--- src/rtl/vga_sync_gen.sv ---
// vga_sync_gen: 640x480@60 Hz VGA timing generator.
// Produces a pixel-rate tick from the system clock, free-running x/y
// counters that cover both the visible area and the blanking intervals,
// active-low sync pulses, a visible-area flag and a frame-start pulse.
// Every output is a flop or a pure decode of flops.
// CLK_DIV must lie in 1..16 (the divider register is 4 bits wide).
module vga_sync_gen #(
    parameter int H_VISIBLE = 640,
    parameter int H_FP      = 16,
    parameter int H_SYNC    = 96,
    parameter int H_BP      = 48,
    parameter int V_VISIBLE = 480,
    parameter int V_FP      = 10,
    parameter int V_SYNC    = 2,
    parameter int V_BP      = 33,
    parameter int CLK_DIV   = 2
) (
    input  logic       clk,
    input  logic       rst,
    output logic       pix_tick,
    output logic [9:0] x_pos,
    output logic [9:0] y_pos,
    output logic       hsync,
    output logic       vsync,
    output logic       video_on,
    output logic       frame_start
);

    localparam int H_TOTAL = H_VISIBLE + H_FP + H_SYNC + H_BP;
    localparam int V_TOTAL = V_VISIBLE + V_FP + V_SYNC + V_BP;

    // Constants are held in 11 bits so that the porch/sync sums never wrap.
    localparam logic [10:0] H_LAST     = 11'(H_TOTAL - 1);
    localparam logic [10:0] V_LAST     = 11'(V_TOTAL - 1);
    localparam logic [10:0] H_VIS_END  = 11'(H_VISIBLE);
    localparam logic [10:0] V_VIS_END  = 11'(V_VISIBLE);
    localparam logic [10:0] HS_FIRST   = 11'(H_VISIBLE + H_FP);
    localparam logic [10:0] HS_LAST    = 11'(H_VISIBLE + H_FP + H_SYNC - 1);
    localparam logic [10:0] VS_FIRST   = 11'(V_VISIBLE + V_FP);
    localparam logic [10:0] VS_LAST    = 11'(V_VISIBLE + V_FP + V_SYNC - 1);
    localparam logic [3:0]  DIV_LAST   = 4'(CLK_DIV - 1);

    logic [3:0] div_reg;
    logic [3:0] div_next;
    logic [9:0] x_reg;
    logic [9:0] x_next;
    logic [9:0] y_reg;
    logic [9:0] y_next;
    logic       hsync_reg;
    logic       hsync_next;
    logic       vsync_reg;
    logic       vsync_next;
    logic       frame_start_reg;
    logic       frame_start_next;
    logic       tick;
    logic       x_at_last;
    logic       y_at_last;

    // Last clk of a pixel slot; with CLK_DIV=1 div_reg stays 0 and this is always high.
    assign tick      = (div_reg == DIV_LAST);
    assign x_at_last = ({1'b0, x_reg} == H_LAST);
    assign y_at_last = ({1'b0, y_reg} == V_LAST);

    // Next-state counters and the sync/frame decodes taken from them.
    always_comb begin
        div_next         = div_reg;
        x_next           = x_reg;
        y_next           = y_reg;
        frame_start_next = 1'b0;
        if (tick) begin
            div_next = 4'd0;
            if (x_at_last) begin
                x_next = 10'd0;
                if (y_at_last) begin
                    y_next           = 10'd0;
                    frame_start_next = 1'b1;
                end else begin
                    y_next = y_reg + 10'd1;
                end
            end else begin
                x_next = x_reg + 10'd1;
            end
        end else begin
            div_next = div_reg + 4'd1;
        end
        // Syncs are decoded from the next counter values so they switch on
        // the same edge as x_pos/y_pos.
        hsync_next = !(({1'b0, x_next} >= HS_FIRST) && ({1'b0, x_next} <= HS_LAST));
        vsync_next = !(({1'b0, y_next} >= VS_FIRST) && ({1'b0, y_next} <= VS_LAST));
    end

    // State registers; reset overrides any counting in progress.
    always_ff @(posedge clk) begin
        if (rst) begin
            div_reg         <= 4'd0;
            x_reg           <= 10'd0;
            y_reg           <= 10'd0;
            hsync_reg       <= 1'b1;
            vsync_reg       <= 1'b1;
            frame_start_reg <= 1'b0;
        end else begin
            div_reg         <= div_next;
            x_reg           <= x_next;
            y_reg           <= y_next;
            hsync_reg       <= hsync_next;
            vsync_reg       <= vsync_next;
            frame_start_reg <= frame_start_next;
        end
    end

    assign pix_tick    = tick;
    assign x_pos       = x_reg;
    assign y_pos       = y_reg;
    assign hsync       = hsync_reg;
    assign vsync       = vsync_reg;
    assign video_on    = ({1'b0, x_reg} < H_VIS_END) && ({1'b0, y_reg} < V_VIS_END);
    assign frame_start = frame_start_reg;

endmodule

--- config.mk ---
export PLATFORM = sky130hd
export DESIGN_NAME = vga_sync_gen
export DESIGN_NICKNAME = d
export VERILOG_FILES = /design/src/rtl/vga_sync_gen.sv
export SDC_FILE = /design/constraint.sdc
export NUM_CORES = 1
export LEC_CHECK = 0
export ABC_AREA = 1
export CORE_MARGIN = 3
export CORE_UTILIZATION = 51
export CTS_CLUSTER_DIAMETER = 80
export DETAILED_ROUTE_END_ITERATION = 12
export DONT_BUFFER_PORTS = 1
export GPL_TIMING_DRIVEN = 1
export PLACE_DENSITY_LB_ADDON = 0.12
export SLEW_MARGIN = 25
export SYNTH_ARGS = -nofsm -noshare
export SYNTH_HDL_FRONTEND = slang
export SYNTH_SLANG_ARGS = --single-unit
--- constraint.sdc ---
create_clock -name clk -period 2.1 [get_ports clk]
set_clock_uncertainty 0.1 [all_clocks]
set_input_delay 0.315 -clock clk [delete_from_list [all_inputs] [get_ports clk]]
set_output_delay 0.315 -clock clk [all_outputs]
set_load 0.03 [all_outputs]
==> out/qor.txt, run 1 <==
=====================================================================================
Pins over their slew limit                                                          0
Final setup TNS                                                                  0 ns
Number of flops mapped to enable cells by yosys                                     0
Top cell family by delay on the critical path                            simple AND/OR/NAND/NOR gates
Clock root buffer                                                            clkbuf_4
Row cnt                                                                            18
Core Area                                                                0.00261 sq mm
Count of routing violations after the opening detailed-route iteration             73
Post-Synthesis Cell Area                                                 0.00148 sq mm
Height of the chip                                                            59.9 um
I/O pins                                                                           27
Wire length reported by the detailed router                                   3.39 mm
Tcrit/Tclk final                                                                92.7%
Final RePlAce weighted congestion                                               0.878
Share of post-route cells with drive strength above 1                           17.3%
DRC violations left                                                                 0
Initial Util                                                                    56.8%
Die area                                                                 0.00359 sq mm
Nature of the critical path startpoint                                           flop
Cts bufs inserted                                                                   3
Buffer and inverter count on the worst path                                         2
Number of nets with antenna violations after routing                                0
Yosys warning count                                                                 0
Largest net degree at the start of global routing                                  15
Part of the Yosys area used for sequential elements                             36.5%
Total number of H-tree levels                                                       1
HP Class                                                                 input pin to flop
Highest clock rate                                                          0.514 GHz
Cell type contributing the most total cell area after synthesis               dfxtp_1
Count of placed standard cells in the final layout, fillers left out              278
Crit path arrival time                                                        2.09 ns
Clk pin slew, worst setup/hold paths                                          0.14 ns
Die boundary width                                                            59.9 um
Unrepaired setup endpoints after global routing                                    no
Critical Path Slowest Stage Cell                                              dfxtp_1
Placed Cells incl. Taps                                                           271
# Max-Cap Violations                                                                0
Data required time at the worst endpoint                                      2.24 ns
Count of buffers inserted at the top-level ports                                    0
Total design power                                                           0.902 mW
Worst path most repeated cell                                                 nand2_1
Dominant synthesized flop cell                                                dfxtp_1
Number of buffers between clock root and the deepest sink                           2
Overall Global Routing Usage                                                    21.1%
Leading post-synthesis cells by cell area                                dfxtp_1, nand2_1, nor2_1, inv_1, nand3_1
CTS tree                                                                         done
Result of the run                                                        finished clean
Final Net Count                                                                   256
Layout Utilization                                                              66.2%
WS Path Type                                                             flop to flop
Hold slack                                                                   0.154 ns
Top cell type's share of synthesized area                                       36.5%
Async SR Flop Fraction                                                             0%
Count of endpoints failing hold in the final timing report                          0
Number of global-route vias before repair                                        1376
Vias per Instance                                                                5.28
Total power density per cell area                                         522 mW/mm^2
Total overflow reported by the global router                                        0
Placed wire-length estimate                                                   2.69 mm
Relative slew slack                                                             61.9%
Cell Chain, Critical Path                                                ha_1 -> nand2_2 -> inv_4 -> buf_4 -> nand4_1 -> nand2_1 -> nand3_1 -> nor2_1 -> nand2_1 -> nor2_1 -> nand2_1
Setup slack on the worst flop-to-flop path                                    0.15 ns
Worst-Margin Slew                                                            0.569 ns
Drt first pass iters                                                                4
Routed vias                                                                      1469
Num Clock Sinks                                                                    27
Clock network latency to the later pin of the worst-skew pair                 0.33 ns
Clock period minus final worst setup slack                                    1.95 ns
Critical path capture point type                                                 flop
Reported leakage power                                                       0.777 nW
Most frequent cell after synthesis                                            nand2_1
Cells after Synth                                                                 222
List of most frequent post-synthesis cells                               nand2_1, nor2_1, inv_1
Final setup violation count                                                         0
Average routed wire per standard cell                                         12.2 um
Maximum single-stage delay on the critical path                               0.41 ns
Number of antenna diodes                                                            0
Number of antenna violations at the first check in global routing                   0
Maximum ir drop on the vdd rail                                                484 uV
Yosys cell types                                                                   30
Relative area change from synthesis to final layout                             16.6%
Synthesized area divided by synthesized cell count                         6.68 sq um
Global-route wire length before repair                                        5.86 mm
Worst-path maximum fanout                                                          11
Nets in the synthesized netlist                                                   229
FF+latch count, synth                                                              27
=====================================================================================
-- timing repair --
action | CTS | global route
buffers inserted | 0 | 2
endpoints found under the setup margin | 0 | 1
endpoints found under the hold margin | 14 | 0
hold buffers | 1 | 0
gates resized for setup | 0 | 1
-- layer usage --
layer  track usage (%)  vias to the layer above  share of wire (%)
li1                  -                      757                  -
met5                 0                        -                  0
met1              26.5                      656                 43
met2              35.8                       49                 48
met4              7.28                        0                1.2
met3              4.10                        7                7.0
-- kinds of logic (layout without fill, tap and decap cells) --
kind of cell             count (synthesis)  count (layout)  share of synthesized area, %
AO/OA/AOI/OAI                           18              18                          7.26
flip-flops                              27              27                          36.5
AND/OR/NAND/NOR                        135             135                          40.8
buffers and inverters                   33              59                          8.86
XOR/XNOR                                 4               4                          2.36
adder cells (fa/ha/maj)                  5               5                          4.22
-- stage by stage --
step | setup WS, ns | cell area, sq um
final | 0.153 | 1730
after floorplan | 0.0976 | 1480
after CTS | 0.113 | 1700
after detailed placement | 0.139 | 1660
after global placement | 0.199 | 1660
after global routing | 0.0156 | 1730
-- path summary, 6_finish.rpt --
path,start,to,depth (start not counted)
worst min-delay path,rst,y_pos[0],3
worst max register to register,div_reg[0],vsync,11
worst max-delay path,div_reg[0],vsync,11
worst min register to register,div_reg[0],div_reg[0],1
-- worst register-to-register path, cell delays in order (launching register included) --
cell     delay, ns
dfxtp_1       0.41
ha_1          0.20
nand2_2       0.16
inv_4         0.16
buf_4         0.22
nand4_1       0.11
nand2_1       0.07
nand3_1       0.10
nor2_1        0.12
nand2_1       0.07
nor2_1        0.09
nand2_1       0.05
-- cells in the final DEF (no fill, tap or decap), types with 2 or more instances in the layout --
master    instances
nand3_2           2
or2_2             2
inv_2             2
nand4_1           3
ha_1              5
nand2_1          60
dfxtp_1          27
o21ai_0           6
xnor2_1           2
inv_1            28
nor2_1           36
o21ai_1           2
xor2_1            2
nor2_2            2
buf_4            22
nor3_1            5
nand3_1          16
a21oi_1           5
nand2_2           4
clkbuf_4          3
-- area by class of cell --
type | count | area (sq um)
sequential | 27 | 541
timing repair buffer | 24 | 195
multi-input combinational | 162 | 811
inverter | 31 | 119
fill | 235 | 883
tap | 30 | 37.5
clock buffer | 4 | 26.3
-- report_power, final --
group	switching (mW)	total [mW]	leakage, nW	internal, mW
clock network	0.152	0.226	0.0150	0.0746
registers	0.0135	0.541	0.218	0.528
logic	0.0929	0.135	0.544	0.0420
Power figures use the tool's default switching activity.
==> inputs of run 2 (changes only) <==
- CTS_BUF_LIST: not set -> sky130_fd_sc_hd__clkbuf_8
==> run 2 against run 1 <==
Effect of this change:
- die area is the same
- clock power grew 27%
- non-clock buffer count is the same
- flip-flop and latch count is the same
- sequential share of layout area shrank 0.34 points
- worst setup slack lost 0.0014 ns
- register-to-register slack is essentially flat
- final cell count is the same
- design area grew 1.1%
- maximum frequency is essentially flat
- critical path type unchanged
- sequential power is essentially flat
==> out/qor.txt, run 2 (synthesis gave the netlist of run 1 again) <==
=====================================================================================
Result of the run                                                        finished clean
Num Clock Sinks                                                                    27   unchanged
Cts bufs inserted                                                                   3   unchanged
Highest clock rate                                                          0.513 GHz   about the same
Final Net Count                                                                   256   unchanged
Power share of the clock group                                                  29.8%   +4.7 points
Layout Utilization                                                              66.9%   +0.72 points
Most common cell after layout, fill and taps aside                            nand2_1
Overall Global Routing Usage                                                    20.9%   -0.18 points
Switching power of the nets                                                  0.259 mW   +0.57%
Critical path capture point type                                                 flop
Hold slack                                                                 0.00466 ns   -0.149 ns
Number of antenna violations at the first check in global routing                   0   unchanged
Height of the chip                                                            59.9 um   unchanged
Buffer and inverter count on the worst path                                         2   unchanged
Cell Chain, Critical Path                                                ha_1 -> nand2_2 -> inv_4 -> buf_4 -> nand4_1 -> nand2_1 -> nand3_1 -> nor2_1 -> nand2_1 -> nor2_1 -> nand2_1
Tcrit/Tclk final                                                                92.8%   about the same
Fraction of power consumed by sequential logic                                  56.3%   -3.7 points
Worst-Margin Slew                                                            0.315 ns   -0.254 ns
Row cnt                                                                            18   unchanged
Data required time at the worst endpoint                                      2.17 ns   -0.07 ns
Global-route wire length before repair                                        5.84 mm   -0.24%
Top cell family by delay on the critical path                            simple AND/OR/NAND/NOR gates
Average routed wire per standard cell                                         12.6 um   +3.2%
Crit path arrival time                                                        2.02 ns   -0.07 ns
Placed Cells incl. Taps                                                           271   unchanged
Worst path most repeated cell                                                 nand2_1
DRC violations left                                                                 0   unchanged
Drt first pass iters                                                                4   unchanged
Most used cells in the layout excluding fill and tap cells               nand2_1, nor2_1, inv_1, dfxtp_1, buf_4
Final RePlAce weighted congestion                                               0.878   unchanged
Clock period minus final worst setup slack                                    1.95 ns   +0.00141 ns
Die area                                                                 0.00359 sq mm   unchanged
HP Class                                                                 input pin to flop
Clock network latency to the later pin of the worst-skew pair                 0.27 ns   -0.06 ns
Number of antenna diodes                                                            0   unchanged
Maximum single-stage delay on the critical path                               0.39 ns   -0.02 ns
WS Path Type                                                             flop to flop
Routed vias                                                                      1470   +0.068%
Die boundary width                                                            59.9 um   unchanged
Number of buffers between clock root and the deepest sink                           2   unchanged
Number of nets with antenna violations after routing                                0   unchanged
Met2 demand-to-capacity share in global routing                                 36.3%   +0.46 points
Nature of the critical path startpoint                                           flop
GRT busiest layer                                                                met2
Critical Path Slowest Stage Cell                                              dfxtp_1
CTS tree                                                                         done
Relative slew slack                                                             78.9%   +17 points
# Max-Cap Violations                                                                0   unchanged
I/O pins                                                                           27   unchanged
Placed wire-length estimate                                                   2.69 mm   unchanged
Power share of the combinational group                                          13.8%   -1.2 points
Cell-internal power                                                          0.700 mW   +8.6%
Largest net degree at the start of global routing                                  16   +1
Met3 Resource Use GR                                                            5.62%   +1.5 points
Clock root buffer                                                            clkbuf_8
Clk pin slew, worst setup/hold paths                                          0.09 ns   -0.05 ns
Switching Share                                                                 27.0%   -1.6 points
Initial Util                                                                    56.8%   unchanged
Pins over their slew limit                                                          0   unchanged
Final setup violation count                                                         0   unchanged
Worst-path maximum fanout                                                          11   unchanged
Total overflow reported by the global router                                        0   unchanged
Post-route cell area                                                     0.00175 sq mm   +1.1%
Met1 Track Usage GR                                                             25.1%   -1.3 points
Count of buffers inserted at the top-level ports                                    0   unchanged
Count of placed standard cells in the final layout, fillers left out              278   unchanged
Relative area change from synthesis to final layout                             17.9%
Maximum ir drop on the vdd rail                                                544 uV   +12%
Count of endpoints failing hold in the final timing report                          0   unchanged
Share of post-route cells with drive strength above 1                           17.3%   unchanged
Core Area                                                                0.00261 sq mm   unchanged
Total number of H-tree levels                                                       1   unchanged
Number of global-route vias before repair                                        1389   +0.94%
Vias per Instance                                                                5.29   about the same
Total power density per cell area                                         549 mW/mm^2   +5.2%
Reported leakage power                                                       0.789 nW   +1.5%
Count of routing violations after the opening detailed-route iteration             90   +23%
Wire length reported by the detailed router                                   3.49 mm   +3.2%
Placed cell areas                                                        0.00166 sq mm   unchanged
=====================================================================================
==> run 2: layer usage <==
metal	part of all wire, %	wire length [um]
met5	0	0
met4	1.4	49
met3	7.4	258
met2	49	1730
met1	42	1460
==> run 2: layout make-up <==
class,instances,area [sq um]
clock buffers,3,41.3
flip-flops and latches,27,541
inverters,31,119
fillers,234,865
well taps,30,37.5
multi-input cells,162,811
repair buffers,24,195
clock inverters,1,3.75
==> run 2: final timing paths <==
| kind | from | end | slack [ns] | depth (start not counted) |
|---|---|---|---|---|
| hold reg to reg | div_reg[0] | div_reg[0] | 0.39 | 1 |
| setup / recovery | div_reg[0] | vsync | 0.15 | 11 |
| setup reg to reg | div_reg[0] | vsync | 0.15 | 11 |
| hold / removal | rst | x_pos[7] | 0.005 | 1 |
==> run 2: per-stage QoR <==
step                power (mW)  setup slack [ns]  setup TNS (ns)
global route             0.996          -0.00301        -0.00301
floorplan                0.651            0.0976               0
global placement         0.674             0.199               0
CTS                      0.957             0.106               0
finish                   0.959             0.152               0
detailed placement       0.680             0.139               0
==> run 2: repair_timing <==
item / in CTS / in global routing
endpoints found under the hold margin: 0 / 4
gates resized for setup: 0 / 1
hold buffers: 0 / 1
buffers inserted: 0 / 2
endpoints found under the setup margin: 0 / 1
==> run 2: power by group through the flow <==
stage	clock, mW	sequential [mW]	combinational (mW)
2_1_floorplan	0	0.568	0.0833
3_3_place_gp	0	0.550	0.123
3_5_place_dp	0	0.552	0.127
4_1_cts	0.288	0.540	0.128
5_1_grt	0.307	0.542	0.147
6_report	0.286	0.541	0.133
==> inputs of run 3 (changes only) <==
- clock period: 2.1 -> 1.9 ns (I/O delays scaled with it)
==> run 3 against run 2 <==
Effect of this change:
- design area up 3.7%
- critical endpoint is now pix_tick
- register-to-register slack got worse by 0.03 ns
- highest routed layer unchanged
- via count down 0.75%
- largest cell class unchanged
==> out/qor.txt, run 3 (synthesis gave the netlist of run 1 again) <==
=====================================================================================
I/O pins                                                                           27   unchanged
Cell-internal power                                                          0.795 mW   +14%
Maximum ir drop on the vdd rail                                                523 uV   -3.8%
Die boundary width                                                            59.9 um   unchanged
Nature of the critical path startpoint                                           flop
Hold slack                                                                   0.197 ns   +0.192 ns
Reported leakage power                                                       0.802 nW   +1.7%
Fraction of power consumed by sequential logic                                  54.1%   -2.2 points
Critical path capture point type                                         primary output
Largest net degree at the start of global routing                                  17   +1
Highest clock rate                                                          0.562 GHz
Placed cell areas                                                        0.00170 sq mm   +2.4%
Unrepaired setup endpoints after global routing                                   yes
Core Area                                                                0.00261 sq mm   unchanged
Layout Utilization                                                              69.3%   +2.4 points
Power share of the clock group                                                  30.3%   +0.5 points
Post-route cell area                                                     0.00181 sq mm   +3.7%
Tcrit/Tclk final                                                                93.6%
Total power density per cell area                                         609 mW/mm^2   +11%
Crit path arrival time                                                        1.39 ns   -0.63 ns
Drt first pass iters                                                                4   unchanged
Number of nets with antenna violations after routing                                0   unchanged
Most used cells in the layout excluding fill and tap cells               nand2_1, nor2_1, inv_1, buf_4, dfxtp_1
Highest metal layer with signal wires                                            met4
Overall Global Routing Usage                                                    21.0%   +0.11 points
Total overflow reported by the global router                                        0   unchanged
Count of buffers inserted at the top-level ports                                    0   unchanged
Number of global-route vias before repair                                        1382   -0.50%
Relative area change from synthesis to final layout                             22.2%
DRC violations left                                                                 0   unchanged
WS Path Type                                                             flop to primary output
# Max-Cap Violations                                                                0   unchanged
Count of placed standard cells in the final layout, fillers left out              282   +1.4%
Cts bufs inserted                                                                   3   unchanged
CTS tree                                                                         done
Row cnt                                                                            18   unchanged
HP Class                                                                 input pin to flop
Global-route wire length before repair                                        5.78 mm   -1.2%
Clock network latency to the later pin of the worst-skew pair                 0.27 ns   about the same
Num Clock Sinks                                                                    27   unchanged
Result of the run                                                        finished clean
Routed vias                                                                      1459   -0.75%
Clk pin slew, worst setup/hold paths                                          0.10 ns   about the same
Met2 wire length                                                              1.62 mm   -6.2%
Clock root buffer                                                            clkbuf_8
Sequential cell area                                                        544 sq um   +0.69%
Fillers                                                                           228   -2.6%
Hold path startpoint                                                              rst
Final Net Count                                                                   260   +1.6%
Most common cell after layout, fill and taps aside                            nand2_1
Placed wire-length estimate                                                   2.77 mm   +3.0%
Worst path most repeated cell                                                   buf_4
Worst-path maximum fanout                                                          12   +1
Placed Cells incl. Taps                                                           276   +1.8%
Power share of the combinational group                                          15.6%   +1.8 points
Number of buffers between clock root and the deepest sink                           2   unchanged
Data required time at the worst endpoint                                      1.51 ns   -0.66 ns
Length of routed wiring on met1                                               1.59 mm   +9.3%
Switching power of the nets                                                  0.309 mW   +19%
Count of routing violations after the opening detailed-route iteration             74   -18%
Average routed wire per standard cell                                         12.2 um   -2.7%
Height of the chip                                                            59.9 um   unchanged
Critical Path Slowest Stage Cell                                              dfxtp_1
Vias per Instance                                                                5.17   -2.2%
Relative slew slack                                                             60.7%   -18 points
Clock period minus final worst setup slack                                    1.78 ns
Worst setup startpoint                                                     div_reg[1]
Number of antenna diodes                                                            0   unchanged
Cell Chain, Critical Path                                                inv_1 -> ha_2 -> nand2_4 -> inv_6 -> buf_4 -> buf_4
Pins over their slew limit                                                          0   unchanged
Reg2reg start                                                                x_pos[0]
Maximum single-stage delay on the critical path                               0.37 ns   -0.02 ns
Total number of H-tree levels                                                       1   unchanged
Switching Share                                                                 28.0%   +0.99 points
Final setup violation count                                                         0   unchanged
Met3 Wirelength                                                                204 um   -21%
Number of antenna violations at the first check in global routing                   0   unchanged
Final setup margin                                                           0.122 ns   -0.0297 ns
Share of post-route cells with drive strength above 1                           23.4%   +6.1 points
Multi-input gate area in the final layout                                   843 sq um   +4.0%
Worst-Margin Slew                                                            0.587 ns   +0.272 ns
Die area                                                                 0.00359 sq mm   unchanged
Final RePlAce weighted congestion                                               0.877   -0.13%
Count of endpoints failing hold in the final timing report                          0   unchanged
Place WS                                                                    0.0470 ns   -0.0922 ns
Wire length reported by the detailed router                                   3.45 mm   -1.3%
Initial Util                                                                    56.8%   unchanged
=====================================================================================
## run 3: through the flow
stage	TNS [ns]	power, mW
after floorplan	0	0.721
after global placement	0	0.759
after detailed placement	0	0.763
after CTS	0	1.10
after global routing	-0.00784	1.15
final	0	1.10
## run 3: final cells by class
class	instances	area share [%]
well taps	30	2.07
inverters	31	6.70
repair buffers	28	11.9
flip-flops and latches	27	30.0
clock buffers	3	2.28
multi-input cells	162	46.5
clock inverters	1	0.414
## run 3: power by group through the flow
| stage | Clock (mW) | Sequential (mW) | Combinational, mW |
|---|---|---|---|
| after floorplan | 0 | 0.629 | 0.0921 |
| after global placement | 0 | 0.607 | 0.152 |
| after detailed placement | 0 | 0.610 | 0.153 |
| after CTS | 0.340 | 0.596 | 0.160 |
| after global routing | 0.366 | 0.600 | 0.188 |
| final | 0.335 | 0.597 | 0.172 |
## run 3: critical path: cells and delay by family, from the launching register on
kind | cells | cell delay (ns)
flip-flops | 1 | 0.37
AND/OR/NAND/NOR | 1 | 0.12
buffers and inverters | 4 | 0.45
adder cells (fa/ha/maj) | 1 | 0.18
## run 3: worst paths after layout
check / slack (ns) / to / cells past startpoint
setup / recovery: 0.12 / pix_tick / 6
hold / removal: 0.20 / y_pos[8] / 2
setup reg to reg: 0.12 / vsync / 11
hold reg to reg: 0.34 / div_reg[0] / 1
## run 3: timing repair
action	4_1_cts	5_1_grt
hold buffers	1	0
setup buffers	0	1
hold endpoints to repair	14	0
endpoints found under the setup margin	0	4
gates resized for setup	0	13
## run 3: routing by layer
metal	up-vias	track usage [%]
li1	757	-
met1	659	25.8
met2	39	36.4
met3	4	5.18
met4	0	5.38
met5	-	0
